==> src/rtl/adder_pkg.sv <==
// Shared types and constants for the switch-adder input controller.
// Operand widths, sum width, the default debounce length and the FSM state type.
package adder_pkg;

    localparam int OP_W          = 4;
    localparam int SUM_W         = 5;
    localparam int DEB_COUNT_DEF = 1_000_000;

    typedef enum logic [1:0] {
        IDLE = 2'd0,
        LOAD = 2'd1,
        SHOW = 2'd2
    } state_t;

endpackage

==> src/rtl/btn_debounce.sv <==
// Push-button conditioner: 2-flop synchroniser, stability counter and rising-edge pulse.
// The debounced level only follows the input after DEB_COUNT consecutive mismatching cycles.
module btn_debounce
    import adder_pkg::*;
#(
    parameter int DEB_COUNT = DEB_COUNT_DEF,
    parameter int CNT_W     = 20
) (
    input  logic clk,
    input  logic rst_n,
    input  logic btn,
    output logic pulse
);

    localparam logic [CNT_W-1:0] LAST = CNT_W'(DEB_COUNT - 1);

    logic [1:0]       sync_q;
    logic [CNT_W-1:0] cnt_q;
    logic             level_q;
    logic             level_d;

    always_ff @(posedge clk or negedge rst_n) begin
        if (!rst_n) begin
            sync_q  <= '0;
            cnt_q   <= '0;
            level_q <= 1'b0;
            level_d <= 1'b0;
        end else begin
            sync_q  <= {sync_q[0], btn};
            level_d <= level_q;
            // Any cycle that agrees with the current level restarts the stability window.
            if (sync_q[1] == level_q) begin
                cnt_q <= '0;
            end else if (cnt_q == LAST) begin
                level_q <= sync_q[1];
                cnt_q   <= '0;
            end else begin
                cnt_q <= cnt_q + 1'b1;
            end
        end
    end

    assign pulse = level_q & ~level_d;

endmodule

==> src/rtl/adder_input_ctrl.sv <==
// Front end of the 4-bit switch adder: button conditioning, operand latch, registered sum
// and the IDLE/LOAD/SHOW sequencer that drives the seven-segment display stage.
module adder_input_ctrl
    import adder_pkg::*;
#(
    parameter int DEB_COUNT = DEB_COUNT_DEF,
    parameter int CNT_W     = 20
) (
    input  logic             clk,
    input  logic             clr_n,
    input  logic [OP_W-1:0]  sw_a,
    input  logic [OP_W-1:0]  sw_b,
    input  logic             btn_calc,
    input  logic             btn_clr,
    output logic [OP_W-1:0]  num1,
    output logic [OP_W-1:0]  num2,
    output logic [SUM_W-1:0] sum,
    output logic             sum_valid,
    output logic             overflow,
    output logic             blank
);

    logic              calc_p;
    logic              clr_p;
    logic [OP_W-1:0]   sw_a_m, sw_a_s;
    logic [OP_W-1:0]   sw_b_m, sw_b_s;
    logic [SUM_W-1:0]  sum_next;
    state_t            state_q, state_d;

    btn_debounce #(.DEB_COUNT(DEB_COUNT), .CNT_W(CNT_W)) u_deb_calc (
        .clk   (clk),
        .rst_n (clr_n),
        .btn   (btn_calc),
        .pulse (calc_p)
    );

    btn_debounce #(.DEB_COUNT(DEB_COUNT), .CNT_W(CNT_W)) u_deb_clr (
        .clk   (clk),
        .rst_n (clr_n),
        .btn   (btn_clr),
        .pulse (clr_p)
    );

    always_ff @(posedge clk or negedge clr_n) begin
        if (!clr_n) begin
            sw_a_m <= '0;
            sw_a_s <= '0;
            sw_b_m <= '0;
            sw_b_s <= '0;
        end else begin
            sw_a_m <= sw_a;
            sw_a_s <= sw_a_m;
            sw_b_m <= sw_b;
            sw_b_s <= sw_b_m;
        end
    end

    always_ff @(posedge clk or negedge clr_n) begin
        if (!clr_n) begin
            state_q <= IDLE;
        end else begin
            state_q <= state_d;
        end
    end

    always_comb begin
        state_d = state_q;
        if (clr_p) begin
            state_d = IDLE;
        end else begin
            case (state_q)
                IDLE:    if (calc_p) state_d = LOAD;
                LOAD:    state_d = SHOW;
                SHOW:    if (calc_p) state_d = LOAD;
                default: state_d = IDLE;
            endcase
        end
    end

    assign sum_next = {1'b0, num1} + {1'b0, num2};

    always_ff @(posedge clk or negedge clr_n) begin
        if (!clr_n) begin
            num1     <= '0;
            num2     <= '0;
            sum      <= '0;
            overflow <= 1'b0;
        end else if (clr_p) begin
            num1     <= '0;
            num2     <= '0;
            sum      <= '0;
            overflow <= 1'b0;
        end else begin
            // Operands are held in LOAD so the sum always matches what is displayed.
            if (calc_p && state_q != LOAD) begin
                num1 <= sw_a_s;
                num2 <= sw_b_s;
            end
            if (state_q == LOAD) begin
                sum      <= sum_next;
                overflow <= sum_next[SUM_W-1];
            end
        end
    end

    assign sum_valid = (state_q == SHOW);
    assign blank     = (state_q == IDLE);

endmodule

==> config.mk <==
export PLATFORM = sky130hd
export DESIGN_NAME = adder_input_ctrl
export DESIGN_NICKNAME = d
export VERILOG_FILES = /design/src/rtl/adder_pkg.sv /design/src/rtl/btn_debounce.sv /design/src/rtl/adder_input_ctrl.sv
export SDC_FILE = /design/constraint.sdc
export NUM_CORES = 1
export LEC_CHECK = 0
export ABC_AREA = 0
export CORE_MARGIN = 4
export CORE_UTILIZATION = 51
export DETAILED_ROUTE_END_ITERATION = 16
export MAX_ROUTING_LAYER = met4
export PLACE_DENSITY = 0.71
export REMOVE_ABC_BUFFERS = 1
export SLEW_MARGIN = 20
export SYNTH_ARGS = -nofsm -noshare
export SYNTH_HDL_FRONTEND = slang
export SYNTH_HIERARCHICAL = 1
export SYNTH_SLANG_ARGS = --single-unit
==> constraint.sdc <==
create_clock -name clk -period 2.5 [get_ports clk]
set_clock_uncertainty 0.2 [all_clocks]
set_input_delay 0.5 -clock clk [delete_from_list [all_inputs] [get_ports clk]]
set_output_delay 0.5 -clock clk [all_outputs]
set_load 0.02 [all_outputs]
; ---- After elaboration in Yosys (flattened, before gate mapping)
; Cells that the tools add are included.
[word_totals]
register_bits = 80
input_bits = 12
out_inout_bits = 16
wordCells = 56
[classes]
addsub = 3
n_eq_ne = 8
muxes = 15
bitwise_logic = 6
n_reduce_logical = 7
[op_table]
columns = operator, count
row1 = $mux 20, 4
row2 = $add 20x1->20 const B, 2
row3 = $eq 20x20->1 const B, 2
row4 = $mux 4, 4
row5 = $mux 5, 2
row6 = $add 4x4->5, 1
row7 = $mux 2, 2
row8 = $not 1->1, 4
row9 = $pmux 2 s2, 1
row10 = $reduce_and 2->1, 2
row11 = $reduce_bool 2->1, 2
row12 = $ne 3x1->1 const B, 1
row13 = $and 1x1->1, 2
row14 = $eq 1x1->1, 2
row15 = $eq 2x1->1 const B, 1
row16 = $eq 2x2->1 const B, 1
row17 = $logic_not 2->1, 1
row18 = $mux 1, 2
row19 = $ne 2x1->1 const B, 1
row20 = $reduce_or 2->1, 1
row21 = $logic_and 1x1->1, 1

; ---- Logic depth before layout (Yosys ltp)
[depth]
word_depth = 5
mapped_depth = 6

; ---- Modules after synthesis
; The synthesis kept the hierarchy.
[modules_own_cells]
columns = mod, n_inst, cells_each, area_each_um2, seq_area_each_um2
row1 = btn_debounce, 2, 110, 1146.1, 600.6
row2 = adder_input_ctrl, 1, 99, 1181.1, 775.7

; ---- Worst setup path before layout
; No wires, ideal clock.
[synth_path]
kind = reg2reg
from = register u_deb_calc.cnt_q[4]
to = register u_deb_calc.cnt_q[17]
t_arrival_ps = 1541
path_slack_ps = 681
path_stages_with_launch = 5
path_buffers = 0
synth_period_minus_slack_ps = 1819
cell_sequence = dfrtp_1 nand4_4 or4_1 or3_1 a21oi_1
[synth_via]
elab_chain_cells = 3
elab_cells_between_ends = 4
[synth_rtl]
columns = item, line
row1 = "start, declared", btn_debounce.sv:18  ; logic [CNT_W-1:0] cnt_q;
row2 = "start signal, assigned", btn_debounce.sv:38  ; cnt_q <= cnt_q + 1'b1;
row3 = $add 20x1->20 / $eq 20x20->1 (equally long branches), "btn_debounce.sv:38, btn_debounce.sv:34"
row4 = $mux 20 (*), btn_debounce.sv:34  ; end else if (cnt_q == LAST) begin
row5 = $mux 20 (*), btn_debounce.sv:32  ; if (sync_q[1] == level_q) begin
; Mark *: on every way between the ends. The rest lies on a longest branch, timed or not.
; A chain may end at the register's enable or synchronous reset.

; ---- Worst setup path in the final report
[layout_path]
from = register state_q[0]
to = output sum_valid
[layout_via]
elab_chain_cells = 1
[layout_rtl]
columns = item, line
row1 = "start, declared", adder_input_ctrl.sv:28  ; state_t state_q, state_d;
row2 = "start signal, assigned", adder_input_ctrl.sv:62  ; state_q <= state_d;
row3 = $eq 2x2->1, adder_input_ctrl.sv:106  ; assign sum_valid = (state_q == SHOW);
row4 = "end, declared", adder_input_ctrl.sv:18  ; output logic sum_valid,
; No other way between the ends.

==> out/results.md <==
| Stage | Quantity | Reported |
|---|---|---|
| grt | Overflow left after global routing | 0 |
| logic synthesis | Share of flip-flops with an asynchronous set or reset | 1.00 |
| clock tree | Clock network latency to the later pin of the worst-skew pair | 340 ps |
| logic synthesis | Adder-cell share of the synthesized area | 0.0274 |
| grt | Wire length of the first global-routing pass | 10900 um |
| logic synthesis | Flops & latches, synth | 79 |
| setup path | Data arrival time of the critical path | 1590 ps |
| setup path | Highest fanout seen on the critical path | 5 |
| pwr | Overall power | 2220 uW |
| final layout | Synthesis-to-finish area growth | 16.1% |
| placement | Count of input and output buffers | 27 |
| floorplanning | Die X | 90.5 um |
| pwr | Combinational share of power | 0.034 |
| pwr | Pwr Density | 550 mW/mm^2 |
| logic synthesis | Combined area of all synthesized cells | 0.00347 mm^2 |
| status | Outcome | finished, final reports clean |
| logic synthesis | Number of enable-type register cells in the synthesized netlist | 0 |
| pwr | Switching power | 506 uW |
| routing | Wire per inst | 13.9 um |
| timing | Final worst-path setup slack | 209 ps |
| clock tree | Worst-case clock buffer depth | 2 |
| placement | Worst-case setup slack after placement | 469 ps |
| logic synthesis | Simple logic cell fraction of the synthesized area | 0.222 |
| hold path | Worst Hold Launch | sw_b_m[3] |
| floorplanning | Initial standard-cell utilization of the core | 0.535 |
| placement | HPWL after detailed placement | 4290 um |
| pwr | Reported leakage power | 0.00169 uW |
| pwr | Sequential share of power | 0.592 |
| final layout | Area used by multi-input combinational logic | 0.00141 mm^2 |
| grt | Global-route usage over all layers | 0.170 |
| floorplanning | Vertical die dimension | 90.5 um |
| logic synthesis | Share of the synthesized netlist area taken by xor and xnor gates | 0.0832 |
| job | Max_cap viols | 0 |
| timing | Worst slew margin | 0.561 |
| placement | Routability congestion estimate | 0.837 |
| pwr | Net switching share of the total power | 0.228 |
| logic synthesis | Compound-Gate Fraction of Synth Area | 0.0537 |
| final layout | Total of fill cells in the finished design | 530 |
| setup path | Category of the worst setup path capture point | output pin |
| placement | Cell Count Post-Placement | 423 |
| pwr | P_int | 1710 uW |
| final layout | Sequential cell area | 0.00198 mm^2 |
| setup path | FF-to-FF setup slack | 450 ps |
| final layout | Net count of the finished layout | 377 |
| timing | Slew @ Worst Pin | 652 ps |
| timing | Post-route fraction of the period consumed by the critical path | 0.916 |
| hold path | HP Class | flop to flop |
| floorplanning | Placeable core region | 0.00649 mm^2 |
| timing | Final hold slack | 144 ps |
| clock tree | H-tree depth | 3 |
| grt | Number of global-route vias before repair | 2314 |
| routing | Number of violations reported at the end of detailed-routing iteration 0 | 136 |
| final layout | Diode count | 0 |
| setup path | Req. time, crit path | 1800 ps |
| final layout | Fraction of layout instances using a drive strength above 1 | 0.0994 |
| timing | Number of slew-limit violations in the final report | 0 |
| hold path | Worst hold path depth | 0 |
| clock tree | CTS Root Buffer Type | sky130_fd_sc_hd__clkbuf_8 |
| logic synthesis | Number of instances in the synthesized netlist | 319 |
| logic synthesis | Syn avg cell area | 10.9 um^2 |
| grt | Largest net degree at the start of global routing | 44 |
| pwr | Clock network power share | 0.374 |
| grt | Antenna violations before repair | 0 |
| routing | Drc violations | 0 |
| clock tree | Clock transition at the registers of the reported paths | 80 ps |
| clock tree | Clock tree sinks | 79 |
| routing | Wire length after detailed routing | 6120 um |
| routing | Number of routed nets with antenna violations | 0 |
| setup path | CP Class | flop to output pin |
| timing | Hold Violations, Final | 0 |
| logic synthesis | Yosys warnings | 6 |
| timing | Tmin final | 2290 ps |
| logic synthesis | Number of library cell types mapped by synthesis | 36 |
| floorplanning | Top-level I/O count | 28 |
| logic synthesis | Portion of netlist area occupied by mux cells | 0.0180 |
| timing | Setup repair after global routing missed its margin | false |
| setup path | Nature of the critical path startpoint | flop |
| routing | Vias post-DR | 2399 |
| setup path | Worst reg2reg path depth | 5 |
| logic synthesis | Seq/Total Area, Yosys | 0.569 |
| setup path | Reg-to-reg endpoint | u_deb_clr/cnt_q[18] |
| timing | Total of endpoints with negative setup slack in the final report | 0 |
| routing | Via-to-Cell Ratio | 5.46 |
| hold path | End point of the most critical hold path | sw_b_s[3] |
| logic synthesis | Largest family of logic cells by synthesized area | simple AND/OR/NAND/NOR gates |
| pwr | Maximum ir drop on the vdd rail | 0.265 mV |
| floorplanning | Die Footprint | 0.00819 mm^2 |
| timing | Setup TNS | 0 ps |
| floorplanning | Number of rows created at floorplan | 29 |
| routing | Pre-antenna DRT Iters | 4 |
| logic synthesis | Flip-flop cell with the highest count after synthesis | sky130_fd_sc_hd__dfrtp_1 |
| final layout | Post-route insts no fill | 439 |
| setup path | Reg2Reg Launch Point | u_deb_clr/cnt_q[0] |
| timing | FMAX | 437 MHz |
| clock tree | CTS tree | done |
| clock tree | Total CTS buffers | 9 |
## sequential cells by signal (all words and copies together) (netlist names), 4 cells and up
register	flops
num1	4
sum	5
num2	4
u_deb_calc/cnt_q	20
sw_a_m	4
sw_a_s	4
u_deb_clr/cnt_q	20
sw_b_s	4
sw_b_m	4
## worst max path at each step
stage,slack (ps),to,cells after the start,start
3_3_place_gp,590,u_deb_calc/level_q,5,u_deb_calc/cnt_q[0]
2_1_floorplan,680,u_deb_calc/cnt_q[17],4,u_deb_calc/cnt_q[4]
5_1_grt,150,sum_valid,2,state_q[0]
6_report,210,sum_valid,2,state_q[0]
3_5_place_dp,470,u_deb_clr/cnt_q[18],5,u_deb_clr/cnt_q[0]
4_1_cts,190,sum_valid,2,state_q[0]
## layout make-up
cell class / count / area share
Sequential cell: 79 / 0.490
Clock inverter: 5 / 0.00838
Tap cell: 77 / 0.0239
Multi-Input combinational cell: 220 / 0.348
Clock buffer: 10 / 0.0341
Timing Repair Buffer: 36 / 0.0838
Inverter: 12 / 0.0112
## worst max-delay path, stage by stage (launching register included)
cell and delay [ps]:
sky130_fd_sc_hd__dfrtp_1 420, sky130_fd_sc_hd__and2b_2 230, sky130_fd_sc_hd__clkdlybuf4s50_1 600
## Yosys cell counts, types with 6 or more instances
cell | number | area share
sky130_fd_sc_hd__dfrtp_1 | 79 | 0.57
sky130_fd_sc_hd__nor2_1 | 41 | 0.044
sky130_fd_sc_hd__xnor2_1 | 23 | 0.058
sky130_fd_sc_hd__nand3_1 | 22 | 0.032
sky130_fd_sc_hd__nand2_1 | 18 | 0.019
sky130_fd_sc_hd__a21oi_1 | 17 | 0.024
sky130_fd_sc_hd__o21ai_0 | 13 | 0.019
sky130_fd_sc_hd__inv_1 | 12 | 0.013
sky130_fd_sc_hd__nor3_1 | 11 | 0.016
sky130_fd_sc_hd__xor2_1 | 10 | 0.025
sky130_fd_sc_hd__nor4_1 | 8 | 0.014
sky130_fd_sc_hd__nand4_1 | 7 | 0.013
sky130_fd_sc_hd__ha_1 | 6 | 0.022
## power by group through the flow
stage,Sequential (uW),Combinational [uW],Clock (uW)
finish,1310,76.3,829
global route,1320,88.3,916
CTS,1310,79.8,857
detailed placement,1340,77.8,0
global placement,1340,77.0,0
floorplan,1340,21.3,0
## cell usage in the layout (no fill, tap or decap), types with 4 or more instances in the layout
cell type / instances
sky130_fd_sc_hd__nor4b_1: 4
sky130_fd_sc_hd__xnor2_1: 23
sky130_fd_sc_hd__nor4_1: 8
sky130_fd_sc_hd__nor2b_1: 4
sky130_fd_sc_hd__a21oi_1: 17
sky130_fd_sc_hd__nor2_1: 41
sky130_fd_sc_hd__clkbuf_8: 10
sky130_fd_sc_hd__buf_4: 9
sky130_fd_sc_hd__inv_1: 12
sky130_fd_sc_hd__nand3_1: 22
sky130_fd_sc_hd__clkdlybuf4s50_1: 26
sky130_fd_sc_hd__nand2_1: 18
sky130_fd_sc_hd__nor3_1: 11
sky130_fd_sc_hd__xor2_1: 10
sky130_fd_sc_hd__ha_1: 6
sky130_fd_sc_hd__and4_1: 4
sky130_fd_sc_hd__mux2i_1: 4
sky130_fd_sc_hd__dfrtp_1: 79
sky130_fd_sc_hd__o21ai_0: 13
sky130_fd_sc_hd__or3_1: 4
sky130_fd_sc_hd__nand4_1: 7
## routing by layer
layer / track usage / wire length, um / vias to the layer above
li1: - / - / 1181
met1: 0.221 / 2830 / 1162
met2: 0.260 / 2940 / 49
met3: 0.0508 / 266 / 7
met4: 0.0497 / 88 / 0
met5: - / 0 / -
## what timing repair did
item	in CTS	in global routing
hold buffers	1	0
hold endpoints to repair	40	0
setup buffers	0	0
setup endpoints to repair	0	0
gates resized for setup	0	0
## cells by family after synthesis
kind of cell,count (synthesis)
buf+inv,20
fa+ha+maj,7
flops,79
simple gates,140
xor+xnor,33
compound gates,34
mux,6
## stage by stage
step	area, um^2	util
floorplan	3430	-
global placement	3850	0.593
detailed placement	3850	0.593
CTS	4030	0.621
global route	4030	0.621
finish	4030	0.621
Power figures use the tool's default switching activity.
